`src/rtl/cpu_pkg.sv`:
```
`default_nettype none
// ============================================================================
//  Module   : cpu_pkg
//  Purpose  : Shared CPU constants and types used by the fetch stage.
//             - NOP_INST           : canonical bubble instruction (add x0,x0,x0)
//             - DEFAULT_RESET_ADDR : default PC after reset
//             - fetch_state_e      : fetch FSM states (RUN, PEND)
//  Revision : 1.0 - initial release
// ============================================================================
package cpu_pkg;

  localparam logic [31:0] NOP_INST           = 32'h0000_0033;
  localparam logic [31:0] DEFAULT_RESET_ADDR = 32'h0000_0000;

  // PEND means a redirect arrived while the I-cache was missing; the target
  // waits in pend_pc until the outstanding fetch returns.
  typedef enum logic [0:0] {
    ST_RUN  = 1'b0,
    ST_PEND = 1'b1
  } fetch_state_e;

endpackage
`default_nettype wire

```
`src/rtl/fetch_npc.sv`:
```
`default_nettype none
// ============================================================================
//  Module   : fetch_npc
//  Purpose  : Next-PC redirect selection for the fetch stage. Computes the
//             jal / jalr targets and picks the highest-priority redirect.
//  Ports    :
//    br_taken_i   in  1   EX branch resolved taken
//    br_target_i  in  32  EX branch target
//    jal_i        in  1   decode holds a valid jal
//    jalr_i       in  1   decode holds a valid jalr
//    hold_i       in  1   decode load-use stall (suppresses jal/jalr)
//    immediate_i  in  32  decode immediate
//    jalr_rs1_i   in  32  forwarded rs1 for jalr
//    if_pc_i      in  32  PC of the instruction currently in decode
//    redirect_o   out 1   some redirect is requested this cycle
//    target_o     out 32  selected redirect target
//  Revision : 1.0 - initial release
// ============================================================================
module fetch_npc (
  input  logic        br_taken_i,
  input  logic [31:0] br_target_i,
  input  logic        jal_i,
  input  logic        jalr_i,
  input  logic        hold_i,
  input  logic [31:0] immediate_i,
  input  logic [31:0] jalr_rs1_i,
  input  logic [31:0] if_pc_i,
  output logic        redirect_o,
  output logic [31:0] target_o
);

  logic        jal_go;
  logic        jalr_go;
  logic [31:0] jal_tgt;
  logic [31:0] jalr_sum;
  logic [31:0] jalr_tgt;

  // A held decode stage may be looking at stale operands, so its jumps wait.
  assign jal_go   = jal_i  & ~hold_i;
  assign jalr_go  = jalr_i & ~hold_i;

  // All adds wrap modulo 2^32; jalr clears bit 0 of the sum.
  assign jal_tgt  = if_pc_i + immediate_i;
  assign jalr_sum = jalr_rs1_i + immediate_i;
  assign jalr_tgt = {jalr_sum[31:1], 1'b0};

  assign redirect_o = br_taken_i | jal_go | jalr_go;

  // The older instruction (EX branch) wins over the younger one in decode.
  always_comb begin
    target_o = jalr_tgt;
    if (br_taken_i) begin
      target_o = br_target_i;
    end else if (jal_go) begin
      target_o = jal_tgt;
    end
  end

endmodule
`default_nettype wire

```
`src/rtl/fetch.sv`:
```
`default_nettype none
// ============================================================================
//  Module   : fetch
//  Purpose  : Instruction-fetch stage plus IF/ID pipeline register. Holds the
//             PC, drives the I-memory read address, selects the next PC
//             (sequential / jal / jalr / taken branch / deferred redirect)
//             and generates the decode flush.
//  Ports    :
//    i_clk, i_rst              clock, synchronous active-high reset
//    o_imem_raddr, o_imem_ren  I-memory address (= pc) and read enable
//    i_imem_rdata              fetched word, valid when i_inst_busy=0
//    i_inst_busy, i_data_busy  I-cache / D-cache miss
//    i_hold                    decode load-use stall
//    i_jal, i_jalr             decode jump requests
//    i_immediate, i_jalr_rs1   jump operands from decode
//    i_br_taken, i_br_target   EX branch resolution
//    o_flush                   kill the instruction in decode
//    o_inst, o_pc, o_nxt_pc, o_vld   IF/ID register contents
//  Revision : 1.0 - initial release
// ============================================================================
module fetch
  import cpu_pkg::*;
#(
  parameter logic [31:0] RESET_ADDR = DEFAULT_RESET_ADDR
) (
  input  logic        i_clk,
  input  logic        i_rst,
  output logic [31:0] o_imem_raddr,
  output logic        o_imem_ren,
  input  logic [31:0] i_imem_rdata,
  input  logic        i_inst_busy,
  input  logic        i_data_busy,
  input  logic        i_hold,
  input  logic        i_jal,
  input  logic        i_jalr,
  input  logic [31:0] i_immediate,
  input  logic [31:0] i_jalr_rs1,
  input  logic        i_br_taken,
  input  logic [31:0] i_br_target,
  output logic        o_flush,
  output logic [31:0] o_inst,
  output logic [31:0] o_pc,
  output logic [31:0] o_nxt_pc,
  output logic        o_vld
);

  fetch_state_e state_q;
  logic [31:0]  pc_q;
  logic [31:0]  pend_pc_q;
  logic [31:0]  inst_q;
  logic [31:0]  ifid_pc_q;
  logic [31:0]  ifid_nxt_q;
  logic         vld_q;

  logic         redirect;
  logic [31:0]  target;
  logic [31:0]  pc_inc;

  fetch_npc u_npc (
    .br_taken_i  (i_br_taken),
    .br_target_i (i_br_target),
    .jal_i       (i_jal),
    .jalr_i      (i_jalr),
    .hold_i      (i_hold),
    .immediate_i (i_immediate),
    .jalr_rs1_i  (i_jalr_rs1),
    .if_pc_i     (ifid_pc_q),
    .redirect_o  (redirect),
    .target_o    (target)
  );

  assign pc_inc       = pc_q + 32'd4;
  assign o_imem_raddr = pc_q;
  assign o_imem_ren   = ~i_rst;

  // During a D-cache freeze EX re-presents the branch afterwards, so the
  // flush must not fire early.
  assign o_flush      = i_br_taken & ~i_data_busy;

  assign o_inst   = inst_q;
  assign o_pc     = ifid_pc_q;
  assign o_nxt_pc = ifid_nxt_q;
  assign o_vld    = vld_q;

  // Bubbles only touch inst/vld; pc and nxt_pc keep their last values so the
  // jal base in decode stays stable.
  always_ff @(posedge i_clk) begin
    if (i_rst) begin
      state_q    <= ST_RUN;
      pc_q       <= RESET_ADDR;
      pend_pc_q  <= 32'h0000_0000;
      inst_q     <= NOP_INST;
      ifid_pc_q  <= RESET_ADDR;
      ifid_nxt_q <= RESET_ADDR + 32'd4;
      vld_q      <= 1'b0;
    end else if (!i_data_busy) begin
      if (i_inst_busy) begin
        // Address stays put until the miss returns.
        if (state_q == ST_RUN) begin
          if (redirect) begin
            pend_pc_q <= target;
            state_q   <= ST_PEND;
            inst_q    <= NOP_INST;
            vld_q     <= 1'b0;
          end else if (!i_hold) begin
            inst_q    <= NOP_INST;
            vld_q     <= 1'b0;
          end
        end else begin
          // Decode can only hold bubbles here, so only EX can redirect.
          inst_q <= NOP_INST;
          vld_q  <= 1'b0;
          if (i_br_taken) begin
            pend_pc_q <= i_br_target;
          end
        end
      end else if (state_q == ST_PEND) begin
        // Returned word belongs to the squashed path; drop it.
        pc_q    <= i_br_taken ? i_br_target : pend_pc_q;
        inst_q  <= NOP_INST;
        vld_q   <= 1'b0;
        state_q <= ST_RUN;
      end else if (redirect) begin
        pc_q   <= target;
        inst_q <= NOP_INST;
        vld_q  <= 1'b0;
      end else if (!i_hold) begin
        inst_q     <= i_imem_rdata;
        ifid_pc_q  <= pc_q;
        ifid_nxt_q <= pc_inc;
        vld_q      <= 1'b1;
        pc_q       <= pc_inc;
      end
    end
  end

endmodule
`default_nettype wire

```
`config.mk`:
```
export PLATFORM = sky130hd
export DESIGN_NAME = fetch
export DESIGN_NICKNAME = d
export VERILOG_FILES = /design/src/rtl/cpu_pkg.sv /design/src/rtl/fetch_npc.sv /design/src/rtl/fetch.sv
export SDC_FILE = /design/constraint.sdc
export NUM_CORES = 1
export LEC_CHECK = 0
export ABC_AREA = 1
export BUFFER_PORTS_ARGS = -buffer_cell sky130_fd_sc_hd__clkbuf_2
export CORE_ASPECT_RATIO = 0.5
export CORE_UTILIZATION = 40
export DETAILED_ROUTE_END_ITERATION = 7
export PLACE_DENSITY = 0.69
export SKIP_CTS_REPAIR_TIMING = 1
export SLEW_MARGIN = 25
export SYNTH_ARGS = -nofsm -noshare
export SYNTH_HDL_FRONTEND = slang
export SYNTH_SLANG_ARGS = --single-unit
```
`constraint.sdc`:
```
create_clock -name i_clk -period 3.5 [get_ports i_clk]
set_input_delay 0.35 -clock i_clk [delete_from_list [all_inputs] [get_ports i_clk]]
set_output_delay 0.35 -clock i_clk [all_outputs]
set_load 0.01 [all_outputs]
```
==> results_dict.tcl <==
set metrics [dict create \
    outcome "finished clean" \
    synth_top_area_cell "dfxtp_1" \
    htree_levels 4 \
    r2r_cells 16 \
    cp.required_ns 3.86 \
    met3_length_um 4030 \
    syn_to_final_growth_pct 18.0 \
    core_area_um2 30500 \
    port-buffer-count 266 \
    insertion_delay_ns 0.43 \
    final_antenna_net_count 0 \
    cts_buffer_depth 2 \
    ys_ff_latch 160 \
    drtIter0Drc 1245 \
    synth_cells 2179 \
    wl_per_cell_um 15.8 \
    fin_crit_ns 2.58 \
    postSynthAreaPerCell_um2 5.74 \
    regToRegSetupSlack_ns 0.92 \
    internal_power_mw 3.38 \
    grt_max_degree 129 \
    hpwl_um 35200 \
    yosys-top-cells-count "nand2_1 (776), inv_1 (289), a21oi_1 (214), nor2_1 (205), dfxtp_1 (160)" \
    via_count 14400 \
    first_pass_iters 6 \
    hold_violations 0 \
    fmax_mhz 388 \
    via_per_inst 5.07 \
    grt_overflow_total 0 \
    tritoncts "built" \
    wl_met1_um 20500 \
    maxSlewViolCount 0 \
    drc 0 \
    antenna_found_initial 0 \
    die_w_um 252 \
    drive_gt1_frac 0.143 \
    ys.warnings.count 0 \
    rsz0062_at_grt "no" \
    routed_wl_um 44800 \
    maxSlewHeadroom 0.566 \
    irDropWorstVdd_uv 293 \
    synth_most_common_cell "nand2_1" \
    critPathLaunchType "register" \
    gp_congestion 0.976 \
    nNetsFinal 2600 \
    p_comb_frac 0.266 \
    worstSetupPathType "reg2reg" \
    start_util 0.410 \
    clock-skew-final_ns 0.0184 \
    yosysSeqAreaShare 0.256 \
    power_frac_seq 0.385 \
    cts.clk_slew.worst_paths_ns 0.07 \
    track_usage 0.275 \
    ys_async_sr_fraction 0 \
    grt_pass1_vias 12800 \
    cap_violations 0 \
    cp.arrival_ns 2.93 \
    min_path_type "in2reg" \
    rows 45 \
    sw_frac_of_total 0.353 \
    p_per_area_nw_per_um2 354 \
    p_clk_frac 0.349 \
    dieArea_um2 32000 \
    power_switching_mw 1.85 \
    setup_tns_ns 0 \
    synthFlopType "dfxtp_1" \
    hold_depth 3 \
    fin_crit_sh 0.736 \
    p_leak_nw 8.20 \
    grt_pass1_wl_um 69000 \
    synth_edf_count 0 \
    setup_viol 0 \
    worst_slew_pin_slew_ns 0.650 \
    post_synth_instance_area_um2 12500 \
    boundaryPins 267 \
    final_util 0.483 \
    wl_met2_um 19200 \
    syn-num-nets 2379 \
    setup.worst_path.end_class "register" \
    synth_area_leaders "dfxtp_1 (26%), nand2_1 (23%), inv_1 (8.7%), a21oi_1 (8.6%), ha_1 (6.2%)" \
    clock-sinks 160 \
    die_h_um 127 \
    cts_root_buffer "clkbuf_16" \
    top_layer "met4" \
    num_antenna_cells 0 \
    cp_max_fo 4 \
    synth_cell_types 44 \
    yosysTopAreaCellShare 0.256 \
    cts_made_buffers 17 \
]
==> worst max-delay path: stages (launching register included) <==
cell	delay [ns]
dfxtp_1	0.54
ha_1	0.36
nand2_1	0.14
inv_1	0.06
nand2_1	0.10
inv_1	0.06
a21oi_1	0.14
nand2_1	0.16
a21oi_1	0.17
o21ai_0	0.10
nand2_1	0.16
nand2_1	0.08
nand2_1	0.10
nand2_1	0.07
nand2_1	0.07
o21ai_0	0.08
a21oi_1	0.13
==> kinds of logic (layout without fill, tap and decap cells) <==
group,after synthesis,after routing,synth area share
simple gates,1156,1156,0.376
compound gates,388,388,0.162
buf+inv,379,613,0.118
flops,160,160,0.256
fa+ha+maj,64,64,0.0652
xor+xnor,32,32,0.0224
==> metrics by stage <==
step | hold slack, ns | power, mW | setup slack [ns] | area, µm² | cells
finish | 0.134 | 5.23 | 0.924 | 14700 | 2836
detailed placement | 0.450 | 3.40 | 0.839 | 14200 | 2804
global placement | 0.436 | 3.40 | 0.870 | 14200 | 2804
CTS | 0.124 | 5.22 | 0.984 | 14700 | 2836
global route | 0.134 | 5.50 | 0.688 | 14700 | 2836
floorplan | 0.441 | 2.91 | 1.32 | 12500 | 2179
==> power groups by stage <==
| stage | clock network, mW | registers, mW | logic (mW) |
|---|---|---|---|
| 4_1_cts | 1.84 | 2.01 | 1.36 |
| 2_1_floorplan | 0 | 2.03 | 0.873 |
| 5_1_grt | 1.93 | 2.02 | 1.55 |
| 6_report | 1.82 | 2.01 | 1.39 |
| 3_3_place_gp | 0 | 2.05 | 1.35 |
| 3_5_place_dp | 0 | 2.05 | 1.36 |
==> registers in the layout, indices dropped and copies added (netlist names) <==
| register | flops |
|---|---|
| o_imem_raddr | 32 |
| o_inst | 32 |
| o_pc | 32 |
| pend_pc_q | 32 |
| o_nxt_pc | 30 |
| o_vld | 1 |
| state_q | 1 |
==> worst paths after layout <==
| path | startpoint | endpoint |
|---|---|---|
| worst max-delay path | o_pc[10]$_SDFFE_PP0P_ | o_imem_raddr[13]$_SDFFE_PP0P_ |
| worst min-delay path | i_imem_rdata[1] | o_inst[1]$_SDFFE_PP1P_ |
| worst max register to register | o_pc[10]$_SDFFE_PP0P_ | o_imem_raddr[13]$_SDFFE_PP0P_ |
| worst min register to register | o_nxt_pc[2]$_SDFFE_PP1P_ | o_nxt_pc[2]$_SDFFE_PP1P_ |
==> layout by cell type (no fill, tap or decap), drive strengths merged, types with 2 or more instances in the layout <==
| cell type | netlist | routed |
|---|---|---|
| a21oi | 214 | 214 |
| a221oi | 2 | 2 |
| and3 | 2 | 2 |
| buf | 30 | 19 |
| clkbuf | 53 | 285 |
| clkinv | 3 | 7 |
| clkinvlp | 0 | 3 |
| dfxtp | 160 | 160 |
| fa | 2 | 2 |
| ha | 62 | 62 |
| inv | 293 | 298 |
| nand2 | 780 | 780 |
| nand3 | 110 | 110 |
| nand3b | 6 | 6 |
| nand4 | 12 | 12 |
| nor2 | 209 | 209 |
| nor3 | 20 | 20 |
| nor4 | 6 | 6 |
| o211ai | 14 | 14 |
| o21a | 2 | 2 |
| o21ai | 143 | 143 |
| o21bai | 6 | 6 |
| o22ai | 4 | 4 |
| or2 | 10 | 10 |
| xnor2 | 4 | 4 |
| xor2 | 28 | 28 |
==> area by class of cell <==
cell class	count	area [µm²]
fill	3330	15800
tap	423	529
sequential	160	3200
multi-input combinational	1640	7840
inverter	296	1110
clock inverter	13	129
clock buffer	19	443
timing repair buffer	285	1500
==> per-layer routing <==
layer  up-vias  GRT usage
met1      6426      0.383
met5         -          0
li1       7340          -
met4         0     0.0863
met3        55     0.0532
met2       562      0.427
Note: power is estimated with default switching activity, not from simulation.
